### src/rtl/raster_pkg.sv
// Shared opcode, state and grid definitions for the raster sequencer slice.
package raster_pkg;
  localparam int GRID_BITS = 3;
  localparam int GRID_MAX  = (1 << GRID_BITS) - 1;

  localparam logic [1:0] OP_CLEAR = 2'b00;
  localparam logic [1:0] OP_POINT = 2'b01;
  localparam logic [1:0] OP_RECT  = 2'b10;
  localparam logic [1:0] OP_LINE  = 2'b11;

  typedef enum logic [2:0] {
    S_IDLE, S_CLEAR, S_POINT, S_RECT, S_LINE, S_FINISH
  } state_e;
endpackage

### src/rtl/raster_line_stepper.sv
// Bresenham walker: load latches endpoints, each step advances one pixel toward the end.
module raster_line_stepper #(
  parameter int GRID_BITS = 3
) (
  input  logic                 clk,
  input  logic                 rst,
  input  logic                 load,
  input  logic                 step,
  input  logic [GRID_BITS-1:0] x1,
  input  logic [GRID_BITS-1:0] y1,
  input  logic [GRID_BITS-1:0] x2,
  input  logic [GRID_BITS-1:0] y2,
  output logic [GRID_BITS-1:0] x,
  output logic [GRID_BITS-1:0] y,
  output logic                 at_end
);
  localparam int EW = GRID_BITS + 3;

  logic [GRID_BITS-1:0] xe, ye, adx, ady;
  logic                 sx_neg, sy_neg, mv_x, mv_y;
  logic signed [EW-1:0] dx, dy, err, err_n;
  logic signed [EW:0]   e2;

  always_comb begin
    adx    = (x2 >= x1) ? x2 - x1 : x1 - x2;
    ady    = (y2 >= y1) ? y2 - y1 : y1 - y2;
    e2     = {err, 1'b0};
    mv_x   = (e2 >= dy);
    mv_y   = (e2 <= dx);
    // both corrections are taken from the same pre-step error term
    err_n  = err + (mv_x ? dy : '0) + (mv_y ? dx : '0);
    at_end = (x == xe) && (y == ye);
  end

  always_ff @(posedge clk) begin
    if (rst) begin
      x <= '0; y <= '0; xe <= '0; ye <= '0;
      dx <= '0; dy <= '0; err <= '0;
      sx_neg <= 1'b0; sy_neg <= 1'b0;
    end else if (load) begin
      x      <= x1;
      y      <= y1;
      xe     <= x2;
      ye     <= y2;
      sx_neg <= (x2 < x1);
      sy_neg <= (y2 < y1);
      dx     <= EW'(adx);
      dy     <= '0 - EW'(ady);
      err    <= EW'(adx) - EW'(ady);
    end else if (step && !at_end) begin
      err <= err_n;
      if (mv_x) x <= sx_neg ? x - 1'b1 : x + 1'b1;
      if (mv_y) y <= sy_neg ? y - 1'b1 : y + 1'b1;
    end
  end
endmodule

### src/rtl/raster_sequencer.sv
// Turns one latched draw command into a ready/valid stream of single-pixel writes.
module raster_sequencer #(
  parameter int   GRID_BITS = 3,
  parameter logic DRAW_VAL  = 1'b1
) (
  input  logic                 clk,
  input  logic                 rst,
  input  logic                 cmd_valid,
  input  logic [1:0]           cmd,
  input  logic [GRID_BITS-1:0] x1,
  input  logic [GRID_BITS-1:0] y1,
  input  logic [GRID_BITS-1:0] x2,
  input  logic [GRID_BITS-1:0] y2,
  input  logic [GRID_BITS-1:0] width,
  input  logic [GRID_BITS-1:0] height,
  output logic                 busy,
  output logic                 cmd_drop,
  output logic                 pix_we,
  input  logic                 pix_ready,
  output logic [GRID_BITS-1:0] pix_x,
  output logic [GRID_BITS-1:0] pix_y,
  output logic                 pix_val,
  output logic                 done
);
  import raster_pkg::*;

  localparam logic [GRID_BITS-1:0] CMAX = '1;

  state_e               state, state_n;
  logic                 we_q, we_n, val_q, val_n, drop_q, drop_n;
  logic [GRID_BITS-1:0] px_q, px_n, py_q, py_n;
  logic [GRID_BITS-1:0] rx0_q, rx0_n, rxe_q, rxe_n, rye_q, rye_n;
  logic [GRID_BITS:0]   xsum, ysum;
  logic                 accept, ln_load, ln_step, ln_end;
  logic [GRID_BITS-1:0] ln_x, ln_y;

  raster_line_stepper #(.GRID_BITS(GRID_BITS)) u_line (
    .clk(clk), .rst(rst), .load(ln_load), .step(ln_step),
    .x1(x1), .y1(y1), .x2(x2), .y2(y2),
    .x(ln_x), .y(ln_y), .at_end(ln_end)
  );

  assign accept   = we_q & pix_ready;
  assign busy     = (state != S_IDLE);
  assign done     = (state == S_FINISH);
  assign pix_we   = we_q;
  assign pix_val  = val_q;
  assign cmd_drop = drop_q;
  // the stepper owns the coordinate while a line is running
  assign pix_x    = (state == S_LINE) ? ln_x : px_q;
  assign pix_y    = (state == S_LINE) ? ln_y : py_q;

  always_comb begin
    state_n = state;
    we_n    = we_q;
    val_n   = val_q;
    px_n    = px_q;
    py_n    = py_q;
    rx0_n   = rx0_q;
    rxe_n   = rxe_q;
    rye_n   = rye_q;
    drop_n  = cmd_valid && (state != S_IDLE);
    ln_load = 1'b0;
    ln_step = 1'b0;
    xsum    = {1'b0, x1} + {1'b0, width};
    ysum    = {1'b0, y1} + {1'b0, height};
    case (state)
      S_IDLE: if (cmd_valid) begin
        we_n  = 1'b1;
        val_n = DRAW_VAL;
        px_n  = x1;
        py_n  = y1;
        case (cmd)
          OP_CLEAR: begin
            state_n = S_CLEAR;
            val_n   = 1'b0;
            px_n    = '0;
            py_n    = '0;
          end
          OP_POINT: state_n = S_POINT;
          OP_RECT: begin
            state_n = S_RECT;
            rx0_n   = x1;
            // carry out of the sum means the far edge ran past the grid
            rxe_n   = xsum[GRID_BITS] ? CMAX : xsum[GRID_BITS-1:0];
            rye_n   = ysum[GRID_BITS] ? CMAX : ysum[GRID_BITS-1:0];
          end
          OP_LINE: begin
            state_n = S_LINE;
            ln_load = 1'b1;
          end
        endcase
      end
      S_CLEAR: if (accept) begin
        if (px_q == CMAX && py_q == CMAX) begin
          we_n    = 1'b0;
          state_n = S_FINISH;
        end else if (px_q == CMAX) begin
          px_n = '0;
          py_n = py_q + 1'b1;
        end else begin
          px_n = px_q + 1'b1;
        end
      end
      S_POINT: if (accept) begin
        we_n    = 1'b0;
        state_n = S_FINISH;
      end
      S_RECT: if (accept) begin
        if (px_q == rxe_q && py_q == rye_q) begin
          we_n    = 1'b0;
          state_n = S_FINISH;
        end else if (px_q == rxe_q) begin
          px_n = rx0_q;
          py_n = py_q + 1'b1;
        end else begin
          px_n = px_q + 1'b1;
        end
      end
      S_LINE: if (accept) begin
        if (ln_end) begin
          we_n    = 1'b0;
          state_n = S_FINISH;
          px_n    = ln_x;
          py_n    = ln_y;
        end else begin
          ln_step = 1'b1;
        end
      end
      S_FINISH: state_n = S_IDLE;
      default:  state_n = S_IDLE;
    endcase
  end

  always_ff @(posedge clk) begin
    if (rst) begin
      state  <= S_IDLE;
      we_q   <= 1'b0;
      val_q  <= 1'b0;
      drop_q <= 1'b0;
      px_q   <= '0;
      py_q   <= '0;
      rx0_q  <= '0;
      rxe_q  <= '0;
      rye_q  <= '0;
    end else begin
      state  <= state_n;
      we_q   <= we_n;
      val_q  <= val_n;
      drop_q <= drop_n;
      px_q   <= px_n;
      py_q   <= py_n;
      rx0_q  <= rx0_n;
      rxe_q  <= rxe_n;
      rye_q  <= rye_n;
    end
  end
endmodule

### config.mk
export PLATFORM = sky130hd
export DESIGN_NAME = raster_sequencer
export DESIGN_NICKNAME = d
export VERILOG_FILES = /design/src/rtl/raster_pkg.sv /design/src/rtl/raster_line_stepper.sv /design/src/rtl/raster_sequencer.sv
export SDC_FILE = /design/constraint.sdc
export NUM_CORES = 1
export LEC_CHECK = 0
export CAP_MARGIN = 30
export CORE_MARGIN = 2
export CORE_UTILIZATION = 63
export CTS_CLUSTER_SIZE = 14
export DETAILED_ROUTE_END_ITERATION = 10
export GPL_TIMING_DRIVEN = 0
export MAX_ROUTING_LAYER = met4
export PLACE_DENSITY = 0.95
export RECOVER_POWER = 50
export REMOVE_ABC_BUFFERS = 1
export SLEW_MARGIN = 20
export SYNTH_ARGS = -nofsm -noshare
export SYNTH_HDL_FRONTEND = slang
export SYNTH_HIERARCHICAL = 1
export SYNTH_SLANG_ARGS = --single-unit
### constraint.sdc
create_clock -name clk -period 6.2 [get_ports clk]
set_input_delay 0.93 -clock clk [delete_from_list [all_inputs] [get_ports clk]]
set_output_delay 0.93 -clock clk [all_outputs]
set_load 0.01 [all_outputs]
# Yosys cells after proc, flatten, opt, wreduce, memory -nomap -nowiden
# Cells that the tools add are included.
[word_totals]
memories = 0
out_inout_bits = 11
input_bits = 24
rom_bits = 0
ram_bits = 0
latchBits = 0
word_cells = 155
register_bits = 48
[classes]
div = 0
eq_ne = 26
order_cmp = 6
addsub = 16
n_mux = 66
n_reduce_logical = 22
shift = 0
n_bitwise = 1
mul = 0
[ops]
columns = ["op", "count"]
rows = [
  ["$mux 3", 43],
  ["$pmux 3 s4", 3],
  ["$ne 2x2->1 const B", 11],
  ["$mux 6", 3],
  ["$reduce_and 8->1", 2],
  ["$mux 1", 15],
  ["$pmux 3 s5", 1],
  ["$add 3x1->3 const B", 4],
  ["$add 6x6->6", 2],
  ["$eq 3x3->1", 4],
  ["$eq 3x3->1 const B", 4],
  ["$sub 3x3->3", 4],
  ["$reduce_and 10->1", 1],
  ["$reduce_and 9->1", 1],
  ["$add 3x3->4", 2],
  ["$ge 7x4->1", 1],
  ["$le 7x4->1", 1],
  ["$eq 3x2->1 const B", 2],
  ["$ge 3x3->1", 2],
  ["$lt 3x3->1", 2],
  ["$reduce_and 2->1", 3],
  ["$reduce_bool 2->1", 3],
  ["$sub 3x1->3 const B", 2],
  ["$logic_and 1x1->1", 5],
  ["15 further kinds", 16],
]

# Logic depth before layout (Yosys ltp)
[depth]
word_depth = 8
mapped_depth = 16
ltp_nobuf = 16

# Modules after synthesis
# The synthesis kept the hierarchy.
[by_module_without_submodules]
columns = ["mod", "seq_area_each_um2", "cells_each", "instances", "area_per_inst_um2"]
rows = [
  ["raster_line_stepper", 540.5, 250, 1, 2224.6],
  ["raster_sequencer", 420.4, 183, 1, 1559.0],
]

# Worst setup path after synthesis
# No wires, ideal clock.
[synth_timing]
kind = "flip-flop to flip-flop"
from = "register u_line/dy[3] (netlist name)"
to = "register u_line.err[5]"
path_buffers = 0
path_stages_with_launch = 16
slack_ps = 2809
arrival_time_ps = 3273
required_ps = 6082
cell_sequence = "dfxtp_1 -> inv_1 -> ha_1 -> nor2b_1 -> a21oi_1 -> nor3_1 -> nor2_1 -> fa_1 -> ha_1 -> fa_1 -> a21o_1 -> a21oi_1 -> xor2_1 -> nor4_1 -> a31oi_1 -> nand2_1"
[synth_between]
elab_chain_len = 6
[synth_lines]
columns = ["element", "line_no", "rtl"]
rows = [
  ["$ge 7x4->1", "raster_line_stepper.sv:28", "mv_x = (e2 >= dy);"],
  ["$mux 6 (*)", "raster_line_stepper.sv:31", "err_n = err + (mv_x ? dy : '0) + (mv_y ? dx : '0);"],
  ["$add 6x6->6 (*) (2 in a row)", "raster_line_stepper.sv:31", ""],
  ["$mux 6 (*)", "raster_line_stepper.sv:50", "end else if (step && !at_end) begin"],
  ["$mux 6 (*)", "raster_line_stepper.sv:40", "end else if (load) begin"],
  ["end signal: assignment", "raster_line_stepper.sv:49", "err <= EW'(adx) - EW'(ady);"],
  ["end signal: assignment", "raster_line_stepper.sv:51", "err <= err_n;"],
  ["end: declaration", "raster_line_stepper.sv:21", "logic signed [EW-1:0] dx, dy, err, err_n;"],
]
# Mark *: on every way between the ends. The rest lies on a longest branch, timed or not. The select of a mux whose other input is x is not followed.
# A chain may end at the register's enable or synchronous reset.

# Worst setup path after layout
[layout_timing]
from = "input x1[1]"
to = "register u_line.err[4]"
[layout_between]
elab_chain_len = 4
word_cells_on_any_way = 6
cone_classes = "add/sub (3); order compare (1); mux (2)"
[layout_lines]
columns = ["element", "line_no", "rtl"]
rows = [
  ["start: declaration", "raster_sequencer.sv:10", "input logic [GRID_BITS-1:0] x1,"],
  ["$sub 3x3->3 / $ge 3x3->1 (equally long branches)", "raster_line_stepper.sv:25", "adx = (x2 >= x1) ? x2 - x1 : x1 - x2;"],
  ["$mux 3 (*)", "raster_line_stepper.sv:25", ""],
  ["via u_line.adx[1]", "raster_line_stepper.sv:19", "logic [GRID_BITS-1:0] xe, ye, adx, ady;"],
  ["$sub 3x3->4 (*)", "raster_line_stepper.sv:49", ""],
  ["$mux 6 (*)", "raster_line_stepper.sv:40", ""],
]
# Mark *: on every way through the listed nets, which the timed path passes. The rest lies on a longest branch.

==> results.md <==
* Clk root buf: clkbuf_8
* R2r endpoint: u_line/err[5]
* Switching Fraction at 37.1%
* Crit Path Max Fanout at 8
* Clock skew at 0.0104 ns
* Initial Util at 64.7%
* Max Freq at about 240 MHz
* Mapped Avg Cell Area at between 8 and 9 sq um
* Die area at 6640 sq um
* Diodes inserted at 0
* Critical path type: input pin to flop
* Hold Path Sink: rx0_q[1]
* Pre-CTS setup slack at roughly 2 ns
* Commonest cells after routing, fill and taps aside: 48 x dfxtp_1, 46 x nor2_1, 45 x inv_1
* Max transition margin at around 25%
* H-tree levels at 2
* Final instance area at about 4300 sq um
* Most used flip-flop cell after synthesis: dfxtp_1
* Placed wire-length estimate at 6820 microns
* Drt wl/cell at 17.1 microns
* Final hold violations at 0
* Clock Latency Late Sink at just over 0.3 ns
* CTS resizes at 0
* Placeable Area at 5850 sq um
* Min Tclk post-route at roughly 4.1 ns
* Cell Area, Synth at 3780 sq um
* Hold Path Cell Cnt at 2
* Max-slew violation count at 0
* Die Height at 81.5 microns
* Leakage at approximately 1.9 nW
* CTS tree: built
* Clock Path Buffers at 2
* Pwr/cell area at 265 nW/um^2
* Vias in the first global route at 3270
* Setup ws final at 2.09 ns
* CP Data Arrival Time at 4.31 ns
* Switching Power at 0.000422 W
* Fill cell count at 400
* Vias per inst at slightly above 6
* Post-synthesis sequential area ratio at between 20% and 30%
* Int Power at 0.000718 W
* Critical path endpoint category: flop
* Io pins at 35
* Total number of vias at between 3000 and 4000
* Area Growth Syn to Fin at 13.7%
* RSZ-0062 raised after global routing: false
* TritonCTS Buffers at 5
* GRT met3 Usage at 4.73%
* Gr usage total at 30.5%
* First-pass GRT wire length at 15200 microns
* Required time of the critical path at 6.40 ns
* HP Start: rx0_q[1]
* Reg2Reg Setup Slack at around 2.3 ns
* Ys async rst share at 0%
* Worst-Margin Slew at 1.13 ns
* Placed cell area at 4180 sq um
* CP Launch Type: input pin
* Gpl congestion at 0.963
* Post-route ant nets at 0
* Setup Buffers After CTS at 0
* Clock power share at 23.5%
* Post-synth EDFFs at 0
* Status: finished clean
* Setup TNS at 0 ns
* WHS at 0.474 ns
* Met1 Use GR at about two fifths
* Number of library cell types mapped by synthesis at 57
* Synth Register Bits at 48
* Gate power share at 41.9%
* Worst-case vdd ir drop at 0.000170 V
* Largest net degree at the start of global routing at 28
* Initial detailed-routing violation count at 360
* Commonest non-fill, non-tap cell in the layout: dfxtp_1
* CTS clock-pin slew for the worst setup and hold paths at 0.09 ns
* Die Width at between 80 and 90 microns
* Port Buf Inserts at 34
* Worst hold path class: flop to flop
* Cell Rows at 28
* Yosys Warn Count at 6
* Final #Nets at around 540
* Overall power at 0.00114 W
* Final setup viols at 0
* Met2 capacity usage during global routing at between 50% and 60%
* Initial antenna violation count at 0
* Flop pwr share at 34.7%
* Final wirelength at 9160 microns
* Register Area at about 960 sq um
* Drc violations at 0
* Mapped Cells at 433
* Clock Sinks at 48
* DRT Pass-1 Iters at 7
* Multi-input logic area at around 2600 sq um
* R2r worst-path depth at 15
* RR Startpoint: u_line/dy[3]
* GRT busiest layer: met2
* # hold bufs at CTS at 0
* Share of cells above drive strength 1 at 4.55%
* Fin crit share at 66.3%
* Max-cap viol count at 0
* Grt total ovfl at 0
## Yosys cell counts (all sizes together) (6+ instances only)
cell type,instances,area [sq um]
a211oi,19,153
a21oi,29,149
ha,39,488
xnor2,13,121
clkbuf,9,33.8
mux2,6,67.6
nor2,47,179
xor2,13,114
or3,6,37.5
mux2i,21,210
nor3,9,45.0
o21ai,9,45.0
nand2,20,75.1
inv,46,173
buf,7,45.0
dfxtp,48,961
fa,13,260
a21o,12,90.1
## metrics by stage
step           cells  utilization (%)
2_1_floorplan    417                -
3_3_place_gp     526             70.7
3_5_place_dp     528             71.4
4_1_cts          535             73.6
5_1_grt          537             73.5
6_report         537             73.5
## power groups by stage
stage / Clock (W) / Combinational, W / Sequential, W
final: 0.000268 / 0.000477 / 0.000395
after global placement: 0 / 0.000442 / 0.000397
after detailed placement: 0 / 0.000467 / 0.000400
after global routing: 0.000280 / 0.000530 / 0.000401
after CTS: 0.000269 / 0.000473 / 0.000393
after floorplan: 0 / 0.000326 / 0.000388
## cell families after synthesis
logic type                 synth area share (%)
and+or+nand+nor                            16.5
AOI/OAI and AO/OA                          18.1
buffers and inverters                      6.65
adders and majority gates                  19.8
DFF                                        25.4
muxes                                      7.34
xor gates and xnor gates                   6.22
## worst max-delay path: stages
cell	delay, ns
dlygate4sd3_1	0.83
inv_1	0.17
ha_1	0.34
a21o_1	0.17
a21oi_1	0.18
mux2i_1	0.45
inv_1	0.13
ha_1	0.28
nor2b_1	0.13
o21ai_0	0.14
nand3b_1	0.18
a221oi_1	0.37
## how the worst max path moves through the flow
stage                       from       endpoint  slack [ns]
CTS                        x1[1]  u_line/err[4]        2.24
detailed placement         x1[1]  u_line/err[4]        1.98
global route               x1[1]  u_line/err[4]        1.90
floorplan           u_line/dy[3]  u_line/err[5]        2.78
finish                     x1[1]  u_line/err[4]        2.09
global placement           x1[0]  u_line/err[5]        2.04
## sequential cells by signal, summed over array words and instances (netlist names)
| signal | count |
|---|---|
| px_q | 3 |
| u_line/ye | 3 |
| rye_q | 3 |
| u_line/dy | 4 |
| u_line/x | 3 |
| rxe_q | 3 |
| pix_we | 1 |
| py_q | 3 |
| u_line/y | 3 |
| rx0_q | 3 |
| pix_val | 1 |
| u_line/err | 6 |
| u_line/xe | 3 |
| u_line/dx | 3 |
| cmd_drop | 1 |
| state | 3 |
| u_line/sy_neg | 1 |
| u_line/sx_neg | 1 |
## layout make-up
type	count	share of cell area, %
clock inverters	2	1.40
inverters	46	4.01
repair buffers	38	8.84
flip-flops and latches	48	22.3
clock buffers	5	1.60
well taps	75	2.18
multi-input cells	323	59.6
## layer usage
metal  part of all wire, %  wire, microns  vias up
met5                     0              0        -
met1                    43           3950     1571
li1                      -              -     1581
met2                    48           4360      164
met4                   2.0            182        0
met3                   7.4            674       21
Note: power is estimated with default switching activity, not from simulation.
